[src/rtl/vga_sprite_engine_if.sv]
// Register write bus of the VGA sprite engine.
// One write per cycle in which wren is high.
interface vga_sprite_engine_if #(
  parameter int ADDR_W = 9
);
  logic              wren;
  logic [ADDR_W-1:0] addr;
  logic [15:0]       ldr;

  modport master (output wren, addr, ldr);
  modport slave  (input  wren, addr, ldr);
endinterface

[src/rtl/vga_sprite_engine.sv]
// VGA timing plus N-sprite compositor.
// Sprite geometry is double-buffered and latched at vblank entry.
module vga_sprite_engine #(
  parameter int         NUM_SPRITES = 4,
  parameter int         SPRITE_SIZE = 16,
  parameter int         H_DISPLAY   = 640,
  parameter int         H_FRONT     = 16,
  parameter int         H_SYNC      = 96,
  parameter int         H_BACK      = 48,
  parameter int         V_DISPLAY   = 480,
  parameter int         V_FRONT     = 10,
  parameter int         V_SYNC      = 2,
  parameter int         V_BACK      = 33,
  parameter logic [2:0] BG_RESET    = 3'b010,
  parameter int         ADDR_W      = 9
) (
  input  logic               clk_50_mhz,
  input  logic               rst_n,
  vga_sprite_engine_if.slave bus,
  output logic [2:0]         rgb,
  output logic               hsync,
  output logic               vsync,
  output logic               irq_vsync,
  output logic [15:0]        frame_count
);
  localparam int NS = NUM_SPRITES;
  localparam int SS = SPRITE_SIZE;
  localparam int RW = (SS > 1) ? $clog2(SS) : 1;
  localparam int IW = ADDR_W - 5;

  localparam logic [10:0] LINE_END =
    11'(H_DISPLAY + H_FRONT + H_SYNC + H_BACK - 1);
  localparam logic [10:0] PAGE_END =
    11'(V_DISPLAY + V_FRONT + V_SYNC + V_BACK - 1);
  localparam logic [10:0] HS_LO = 11'(H_DISPLAY + H_FRONT);
  localparam logic [10:0] HS_HI = 11'(H_DISPLAY + H_FRONT + H_SYNC);
  localparam logic [10:0] VS_LO = 11'(V_DISPLAY + V_FRONT);
  localparam logic [10:0] VS_HI = 11'(V_DISPLAY + V_FRONT + V_SYNC);
  localparam logic [10:0] H_DISP = 11'(H_DISPLAY);
  localparam logic [10:0] V_DISP = 11'(V_DISPLAY);
  localparam logic [10:0] V_LAST = 11'(V_DISPLAY - 1);

  localparam logic [ADDR_W-1:0] A_BG  = ADDR_W'(NS * 32);
  localparam logic [ADDR_W-1:0] A_ACK = ADDR_W'(NS * 32 + 1);

  logic          r_tick;
  logic [10:0]   r_h;
  logic [10:0]   r_v;
  logic [2:0]    r_bg;
  logic [SS-1:0] r_bmp [NS][SS];
  logic [9:0]    r_xp  [NS];
  logic [9:0]    r_yp  [NS];
  logic [9:0]    r_xa  [NS];
  logic [9:0]    r_ya  [NS];
  logic [2:0]    r_cp  [NS];
  logic [2:0]    r_ca  [NS];
  logic [NS-1:0] r_ep;
  logic [NS-1:0] r_ea;

  logic [IW-1:0] w_idx;
  logic [4:0]    w_off;
  logic          w_spr_wr;
  logic          w_bg_wr;
  logic          w_ack;
  logic          w_latch;
  logic [2:0]    w_pix;
  logic [NS-1:0] w_hit;
  logic [10:0]   w_dx [NS];
  logic [10:0]   w_dy [NS];

  assign w_idx    = bus.addr[ADDR_W-1:5];
  assign w_off    = bus.addr[4:0];
  assign w_spr_wr = bus.wren && ({1'b0, w_idx} < (IW+1)'(NS));
  assign w_bg_wr  = bus.wren && (bus.addr == A_BG);
  assign w_ack    = bus.wren && (bus.addr == A_ACK);
  assign w_latch  = r_tick && (r_h == LINE_END) && (r_v == V_LAST);

  // Walk from the highest index down so the lowest hit wins.
  always_comb begin
    w_pix = r_bg;
    w_hit = '0;
    for (int s = NS - 1; s >= 0; s--) begin
      w_dx[s]  = r_h - {1'b0, r_xa[s]};
      w_dy[s]  = r_v - {1'b0, r_ya[s]};
      w_hit[s] = r_ea[s]
        && (r_h >= {1'b0, r_xa[s]}) && (w_dx[s] < 11'(SS))
        && (r_v >= {1'b0, r_ya[s]}) && (w_dy[s] < 11'(SS))
        && r_bmp[s][w_dy[s][RW-1:0]][RW'(SS - 1) - w_dx[s][RW-1:0]];
      if (w_hit[s]) w_pix = r_ca[s];
    end
    if (r_h >= H_DISP || r_v >= V_DISP) w_pix = '0;
  end

  always_ff @(posedge clk_50_mhz or negedge rst_n) begin
    if (!rst_n) begin
      r_tick      <= 1'b0;
      r_h         <= '0;
      r_v         <= '0;
      rgb         <= '0;
      hsync       <= 1'b0;
      vsync       <= 1'b0;
      irq_vsync   <= 1'b0;
      frame_count <= '0;
      r_bg        <= BG_RESET;
    end else begin
      r_tick <= ~r_tick;
      if (r_tick) begin
        rgb   <= w_pix;
        hsync <= (r_h >= HS_LO) && (r_h < HS_HI);
        vsync <= (r_v >= VS_LO) && (r_v < VS_HI);
        if (r_h == LINE_END) begin
          r_h <= '0;
          r_v <= (r_v == PAGE_END) ? '0 : r_v + 11'd1;
        end else begin
          r_h <= r_h + 11'd1;
        end
      end
      if (w_latch) begin
        irq_vsync   <= 1'b1;
        frame_count <= frame_count + 16'd1;
      end else if (w_ack) begin
        irq_vsync <= 1'b0;
      end
      if (w_bg_wr) r_bg <= bus.ldr[2:0];
    end
  end

  // Active copies take the pre-edge pending values.
  always_ff @(posedge clk_50_mhz or negedge rst_n) begin
    if (!rst_n) begin
      r_ep <= '0;
      r_ea <= '0;
      for (int s = 0; s < NS; s++) begin
        r_xp[s] <= '0;
        r_yp[s] <= '0;
        r_xa[s] <= '0;
        r_ya[s] <= '0;
        r_cp[s] <= '0;
        r_ca[s] <= '0;
        for (int r = 0; r < SS; r++) r_bmp[s][r] <= '0;
      end
    end else begin
      if (w_latch) begin
        r_ea <= r_ep;
        for (int s = 0; s < NS; s++) begin
          r_xa[s] <= r_xp[s];
          r_ya[s] <= r_yp[s];
          r_ca[s] <= r_cp[s];
        end
      end
      if (w_spr_wr) begin
        for (int s = 0; s < NS; s++) begin
          if (w_idx == IW'(s)) begin
            unique case (1'b1)
              (w_off < 5'(SS)):
                r_bmp[s][w_off[RW-1:0]] <= bus.ldr[SS-1:0];
              (w_off == 5'd16): r_xp[s] <= bus.ldr[9:0];
              (w_off == 5'd17): r_yp[s] <= bus.ldr[9:0];
              (w_off == 5'd18): r_cp[s] <= bus.ldr[2:0];
              (w_off == 5'd19): r_ep[s] <= bus.ldr[0];
              default: ;
            endcase
          end
        end
      end
    end
  end
endmodule
[src/flat_wrapper.sv]
// flat-port wrapper written by rule: the top's interface ports become plain ports
module vga_sprite_engine_flat 
#(
  parameter int         NUM_SPRITES = 4,
  parameter int         SPRITE_SIZE = 16,
  parameter int         H_DISPLAY   = 640,
  parameter int         H_FRONT     = 16,
  parameter int         H_SYNC      = 96,
  parameter int         H_BACK      = 48,
  parameter int         V_DISPLAY   = 480,
  parameter int         V_FRONT     = 10,
  parameter int         V_SYNC      = 2,
  parameter int         V_BACK      = 33,
  parameter logic [2:0] BG_RESET    = 3'b010,
  parameter int         ADDR_W      = 9
)
  (clk_50_mhz, rst_n, rgb, hsync, vsync, irq_vsync, frame_count, bus_wren, bus_addr, bus_ldr);
  vga_sprite_engine_if #(.ADDR_W(ADDR_W)) bus_i ();
  input  logic clk_50_mhz;
  input  logic rst_n;
  output logic [2:0] rgb;
  output logic hsync;
  output logic vsync;
  output logic irq_vsync;
  output logic [15:0] frame_count;
  input wire logic [$bits(bus_i.wren)-1:0] bus_wren;
  input wire logic [$bits(bus_i.addr)-1:0] bus_addr;
  input wire logic [$bits(bus_i.ldr)-1:0] bus_ldr;
  assign bus_i.wren = bus_wren;
  assign bus_i.addr = bus_addr;
  assign bus_i.ldr = bus_ldr;
  vga_sprite_engine #(.NUM_SPRITES(NUM_SPRITES), .SPRITE_SIZE(SPRITE_SIZE), .H_DISPLAY(H_DISPLAY), .H_FRONT(H_FRONT), .H_SYNC(H_SYNC), .H_BACK(H_BACK), .V_DISPLAY(V_DISPLAY), .V_FRONT(V_FRONT), .V_SYNC(V_SYNC), .V_BACK(V_BACK), .BG_RESET(BG_RESET), .ADDR_W(ADDR_W)) u_core (.clk_50_mhz(clk_50_mhz), .rst_n(rst_n), .bus(bus_i), .rgb(rgb), .hsync(hsync), .vsync(vsync), .irq_vsync(irq_vsync), .frame_count(frame_count));
endmodule
[config.mk]
export PLATFORM = sky130hd
export DESIGN_NAME = vga_sprite_engine_flat
export DESIGN_NICKNAME = d
export VERILOG_FILES = /design/src/rtl/vga_sprite_engine_if.sv /design/src/rtl/vga_sprite_engine.sv /design/src/flat_wrapper.sv
export SDC_FILE = /design/constraint.sdc
export NUM_CORES = 2
export LEC_CHECK = 0
export ABC_CLOCK_PERIOD_IN_PS = 5400
export BUFFER_PORTS_ARGS = -buffer_cell sky130_fd_sc_hd__buf_2
export CORE_MARGIN = 10
export CORE_UTILIZATION = 37
export DETAILED_ROUTE_END_ITERATION = 10
export PLACE_DENSITY = 0.63
export SLEW_MARGIN = 20
export SYNTH_ARGS = -nofsm -noshare
export SYNTH_HDL_FRONTEND = slang
export SYNTH_SLANG_ARGS = --single-unit
export TNS_END_PERCENT = 100
[constraint.sdc]
create_clock -name clk_50_mhz -period 5.4 [get_ports clk_50_mhz]
set_input_delay 1.08 -clock clk_50_mhz [delete_from_list [all_inputs] [get_ports clk_50_mhz]]
set_output_delay 1.08 -clock clk_50_mhz [all_outputs]
set_load 0.01 [all_outputs]
Yosys cells after proc, flatten, opt, wreduce, memory -nomap -nowiden
Cells that the tools add are included.
Cells by class
  $lt $le $gt $ge: 34
  bitwise operators: 6
  equal/unequal tests: 12
  reduce and logical (&&, ||, !) cells: 52
  mux-type cells: 35
  $add $sub $neg: 15
Operators with widths (count)
  $bwmux W256: 4
  $bmux W16 S4: 4
  $mux W16: 9
  $ge A11 B10 Y1: 8
  $lt A11 B5 Y1 const B: 8
  $sub A11 B10 Y11: 8
  $demux W16 S4: 1
  $reduce_and A3 Y1: 20
  $logic_and A1 B1 Y1: 28
  $ge A5 B5 Y1 const B: 5
  $not A4 Y5: 5
  $add A11 B1 Y11 const B: 2
  $eq A11 B10 Y1 const B: 2
  $ge A11 B10 Y1 const B: 2
  $ge A11 B9 Y1 const B: 2
  $mux W11: 2
  $eq A5 B5 Y1 const B: 4
  $lt A4 B5 Y1 const B: 4
  $eq A9 B8 Y1 const B: 2
  $add A16 B1 Y16 const B: 1
  $bmux W1 S4: 4
  $sub A4 B4 Y4 const A: 4
  $mux W3: 5
  $eq A11 B9 Y1 const B: 1
  13 further kinds: 19
Storage, ports and cells
  register bits: 1264

Depth between registers and ports, before layout
  depth after elaboration: 13
  gate-level depth with buffers: 17
  depth with buffers taken out: 14

Worst setup path before layout
Ideal clock, no wire load.
  kind: reg2reg
  start point: register u_core.r_v[0]
  end point: register u_core.rgb[0]
  path buffers: 3
  path slack: 1.636 ns
  data required time: 5.273 ns
  stages on the path, launching flop included: 16
  arrival: 3.637 ns
  period minus slack after synthesis: 3.764 ns
  setup time: 0.127 ns
  cell sequence: dfrtp_1 inv_1 ha_1 inv_1 fa_1 buf_2 buf_2 buf_1 mux4_2 mux4_2 o21ba_2 o41ai_2 o32a_2 o221ai_1 a21oi_1 o21ai_1
On the way
  longest elaborated chain between the ends: 13
Ends and longest elaborated chain
  from (decl): line vga_sprite_engine.sv:48  | logic [10:0] r_v;
  from (signal assigned): line vga_sprite_engine.sv:113  | r_v <= (r_v == PAGE_END) ? '0 : r_v + 11'd1;
  $sub A11 B10 Y11: line vga_sprite_engine.sv:84  | w_dy[s] = r_v - {1'b0, r_ya[s]};
  $not A4 Y5 (not written as such): line vga_sprite_engine.sv:88  | && r_bmp[s][w_dy[s][RW-1:0]][RW'(SS - 1) - w_dx[s][RW-1:0]];
  $bmux W16 S4: line vga_sprite_engine.sv:88
  $mux W16 (not written as such) (2 in series): line vga_sprite_engine.sv:88
  $bmux W1 S4: line vga_sprite_engine.sv:88
  $mux W1 (not written as such): line vga_sprite_engine.sv:88
  $logic_and A1 B1 Y1: line vga_sprite_engine.sv:88
  $mux W3 (4 in series): line vga_sprite_engine.sv:89  | if (w_hit[s]) w_pix = r_ca[s];
  $mux W3 *: line vga_sprite_engine.sv:91  | if (r_h >= H_DISP || r_v >= V_DISP) w_pix = '0;
  to (signal assigned): line vga_sprite_engine.sv:108  | rgb <= w_pix;
  to (decl): line vga_sprite_engine.sv:20  | output logic [2:0] rgb,
Mark *: on every way between the ends. The rest lies on a longest branch, timed or not. The select of a mux whose other input is x is not followed.
A chain may end at the register's enable or synchronous reset.

Final worst setup path
  start point: register u_core.r_v[0]
  end point: register u_core.rgb[1]
The elaborated chain is that of the path after synthesis.

==> results.ini <==
[global_route]
pin_count_of_the_biggest_net_entering_global_routing = 140
first_global_vias = 38290
gr-usage-all-layers_pct = 17.55
grt_pass1_wl_um = 244200
grt_antenna_before_repair = 14
gr-total-overflow = 0

[worst_setup_path]
crit_family = multiplexers
cp-startpoint = u_core.r_v[0]
timing.critical_path.to_type = flop
r2r.worst_path.cells = 12
critPathSlowestCell = sky130_fd_sc_hd__fa_4
crit_path_frequent_cell = sky130_fd_sc_hd__mux4_2
worst_ep_arrival_time_ns = 5.53
critical_path.n_buffers_inverters = 2
ff2ff_setup_slack_ns = 0.55
critical_path_peak_fanout = 30
timing.setup.critical_path_class = flop to flop
timing.rr.start = u_core.r_v[0]
cp_cell_sequence = inv_1, ha_4, inv_1, fa_4, mux4_2, mux4_2, mux4_2, nor2_1, o2bb2ai_1, a21oi_1, o211ai_1, o21ai_1
timing.critical_path.slowest_cell_delay_ns = 1.11
critPathLaunchType = flop
r2r-end = u_core.rgb[1]
worstPathRequired_ns = 6.08

[routing]
detail_route.drc_violations = 0
num_vias = 36690
first_iter_violations = 2789
ant_nets = 0
detail_route.wl_per_cell_um = 24.05
detailedRoute.firstPassIterationCount = 8
drt-vias-per-instance = 5.555
final_wirelength_um = 158800

[run_status]
outcome = finished, final reports clean

[synth]
yosys.area_share.simple_pct = 4.896
postSynthAreaPerCell_sq_um = 14.09
synth_cell_types = 92
syn-instance-count = 4278
synth_top_area_cells = sky130_fd_sc_hd__dfrtp_1 52%, sky130_fd_sc_hd__mux2_2 21%, sky130_fd_sc_hd__mux4_2 10%
yosysTopAreaCell = sky130_fd_sc_hd__dfrtp_1
synth_top_family_by_area = multiplexers
ys.flop_type = sky130_fd_sc_hd__dfrtp_1
area_of_the_mapped_netlist_sq_um = 60270
ys_seq_area_share_pct = 52.49
mappedNetlistNets = 4399
ys_warn_count = 0
synth_fa_ha_area_share_pct = 2.030
synth_enable_flop_cells = 0
yosys_register_bits = 1264
synth_largest_type_area_fraction_pct = 52.44
asyncSetResetFlopFracSynth_pct = 100.0
muxShareOfSynthArea_pct = 32.56
yosys.area_share.xor_xnor_pct = 1.152
synth-compound-area-share_pct = 3.997

[placement]
port_buffers = 49
dp_hpwl_um = 98640
placedInstanceArea_sq_um = 63450
gp_congestion = 0.8576

[sta]
worst-slew-pin-transition_ns = 1.144
fin_skew_ns = 0.02520
setup_violations = 0
clock.fmax_ghz = 0.2062
report.final.slew_viol_count = 0
tns_ns = 0
final.period_utilization_pct = 89.83
slew-limit-headroom_pct = 23.70
report.final.hold_viol_count = 0
post-route-min-period_ns = 4.851
rsz0062_at_grt = no

[clock_tree]
cts.clk_slew.worst_paths_ns = 0.06
cts.sinks = 1264
post_cts_resize_count = 0
clk_path_buf_depth = 3
clock_insertion_delay_worst_skew_ns = 0.76
cts-buffers-inserted = 140
cts_hold_buffers = 0
tritoncts = yes
post-cts-setup-buffers = 0
cts_max_level = 4
clock_tree.root_cell = sky130_fd_sc_hd__clkbuf_16

[layout]
num-nets-final = 4440
layout-drive-gt1-share_pct = 42.42
area_growth_syn_to_layout_pct = 12.99
final_cell_mix = 1,263 x sky130_fd_sc_hd__dfrtp_1, 1,138 x sky130_fd_sc_hd__mux2_2, 294 x sky130_fd_sc_hd__nand2_1, 275 x sky130_fd_sc_hd__mux4_2, 144 x sky130_fd_sc_hd__clkbuf_16
mostFrequentLayoutCell = sky130_fd_sc_hd__dfrtp_1
final_cell_area_sq_um = 68090

[run]
maxCapViolCount = 0

[min_path]
hold_path_class = primary input to async pin

[floorplan]
floorplan.io_pins = 50
core_sq_um = 162400
num_rows = 148
start_util_pct = 37.11
die_w_um = 423.6
die-area_sq_um = 179400
die-height_um = 423.6

[power]
static-leakage-power_nw = 32.21
worst_ir_drop_vdd_mv = 0.2768
powerDensity_nw_per_um2 = 296.8

## through the flow
stage               total power [mW]  hold WS [ns]  setup WS, ns  std cells  utilization, %
floorplan                      10.36        0.4330         1.636       4278               -
global placement               10.78        0.4517        0.6482       6352           39.07
detailed placement             10.81        0.4565        0.5785       6352           39.07
CTS                            20.45        0.3027        0.5612       6600           41.91
global route                   20.90        0.3394        0.4022       6602           41.92
finish                         20.21        0.3134        0.5493       6605           41.93
## worst reg2reg max path, stage by stage (launching register included)
cell,delay [ns]
sky130_fd_sc_hd__dfrtp_1,0.41
sky130_fd_sc_hd__inv_1,0.52
sky130_fd_sc_hd__ha_4,0.23
sky130_fd_sc_hd__inv_1,0.06
sky130_fd_sc_hd__fa_4,1.11
sky130_fd_sc_hd__mux4_2,0.44
sky130_fd_sc_hd__mux4_2,0.52
sky130_fd_sc_hd__mux4_2,0.52
sky130_fd_sc_hd__nor2_1,0.12
sky130_fd_sc_hd__o2bb2ai_1,0.24
sky130_fd_sc_hd__a21oi_1,0.31
sky130_fd_sc_hd__o211ai_1,0.14
sky130_fd_sc_hd__o21ai_1,0.16
## worst max-delay path by stage
stage	end	slack [ns]	depth (start not counted)
after CTS	u_core.rgb[1]	0.56	13
after global routing	u_core.rgb[1]	0.40	13
after floorplan	u_core.rgb[0]	1.64	15
after detailed placement	u_core.rgb[1]	0.58	13
final	u_core.rgb[1]	0.55	12
after global placement	u_core.rgb[1]	0.65	14
## cells in the mapped netlist (37+ instances only)
library cell and count:
sky130_fd_sc_hd__dfrtp_1 1263, sky130_fd_sc_hd__mux2_2 1138, sky130_fd_sc_hd__nand2_1 294, sky130_fd_sc_hd__mux4_2 275
sky130_fd_sc_hd__clkbuf_1 216, sky130_fd_sc_hd__o21ai_0 111, sky130_fd_sc_hd__inv_1 101, sky130_fd_sc_hd__nor2_1 97
sky130_fd_sc_hd__ha_1 85, sky130_fd_sc_hd__nor3_1 47, sky130_fd_sc_hd__xnor2_1 45, sky130_fd_sc_hd__mux2i_1 43
sky130_fd_sc_hd__a21oi_1 42, sky130_fd_sc_hd__buf_2 37, sky130_fd_sc_hd__nand3_1 37
## power by group
group	leakage [nW]	internal (mW)	switching, mW
sequential	17.5	9.70	0.112
clock	2.26	5.69	3.90
combinational	12.4	0.309	0.498
total	32.2	15.7	4.51
## flip-flops by register name (all words and copies together), names as in the netlist, 11 cells and up
register / cells
u_core.r_bmp: 1024
u_core.r_ya: 40
u_core.r_cp: 12
u_core.r_yp: 40
u_core.frame_count: 16
u_core.r_v: 11
u_core.r_xp: 40
u_core.r_h: 11
u_core.r_xa: 40
u_core.r_ca: 12
## kinds of logic after synthesis
group	count (synthesis)
flip-flops	1264
AND/OR/NAND/NOR	630
XOR/XNOR	75
adder cells (fa/ha/maj)	93
multiplexers	1463
AO/OA/AOI/OAI	350
buffers and inverters	403
## final cells by class
cell class	instances	area, sq um
clock buffer	215	4240
inverter	103	386.6
multi-input combinational	2611	27080
fill	14720	94310
antenna	5	12.51
sequential	1264	31630
timing repair buffer	199	1637
clock inverter	33	380.4
tap	2175	2721
## layer usage
| metal | share of wire (%) | global-route usage (%) | up-vias |
|---|---|---|---|
| met1 | 45 | 24.41 | 19660 |
| met2 | 47 | 28.05 | 939 |
| li1 | - | - | 15850 |
| met4 | 2.7 | 5.515 | 0 |
| met3 | 4.8 | 2.867 | 247 |
| met5 | 0 | 0 | - |
Note: power is estimated with default switching activity, not from simulation.
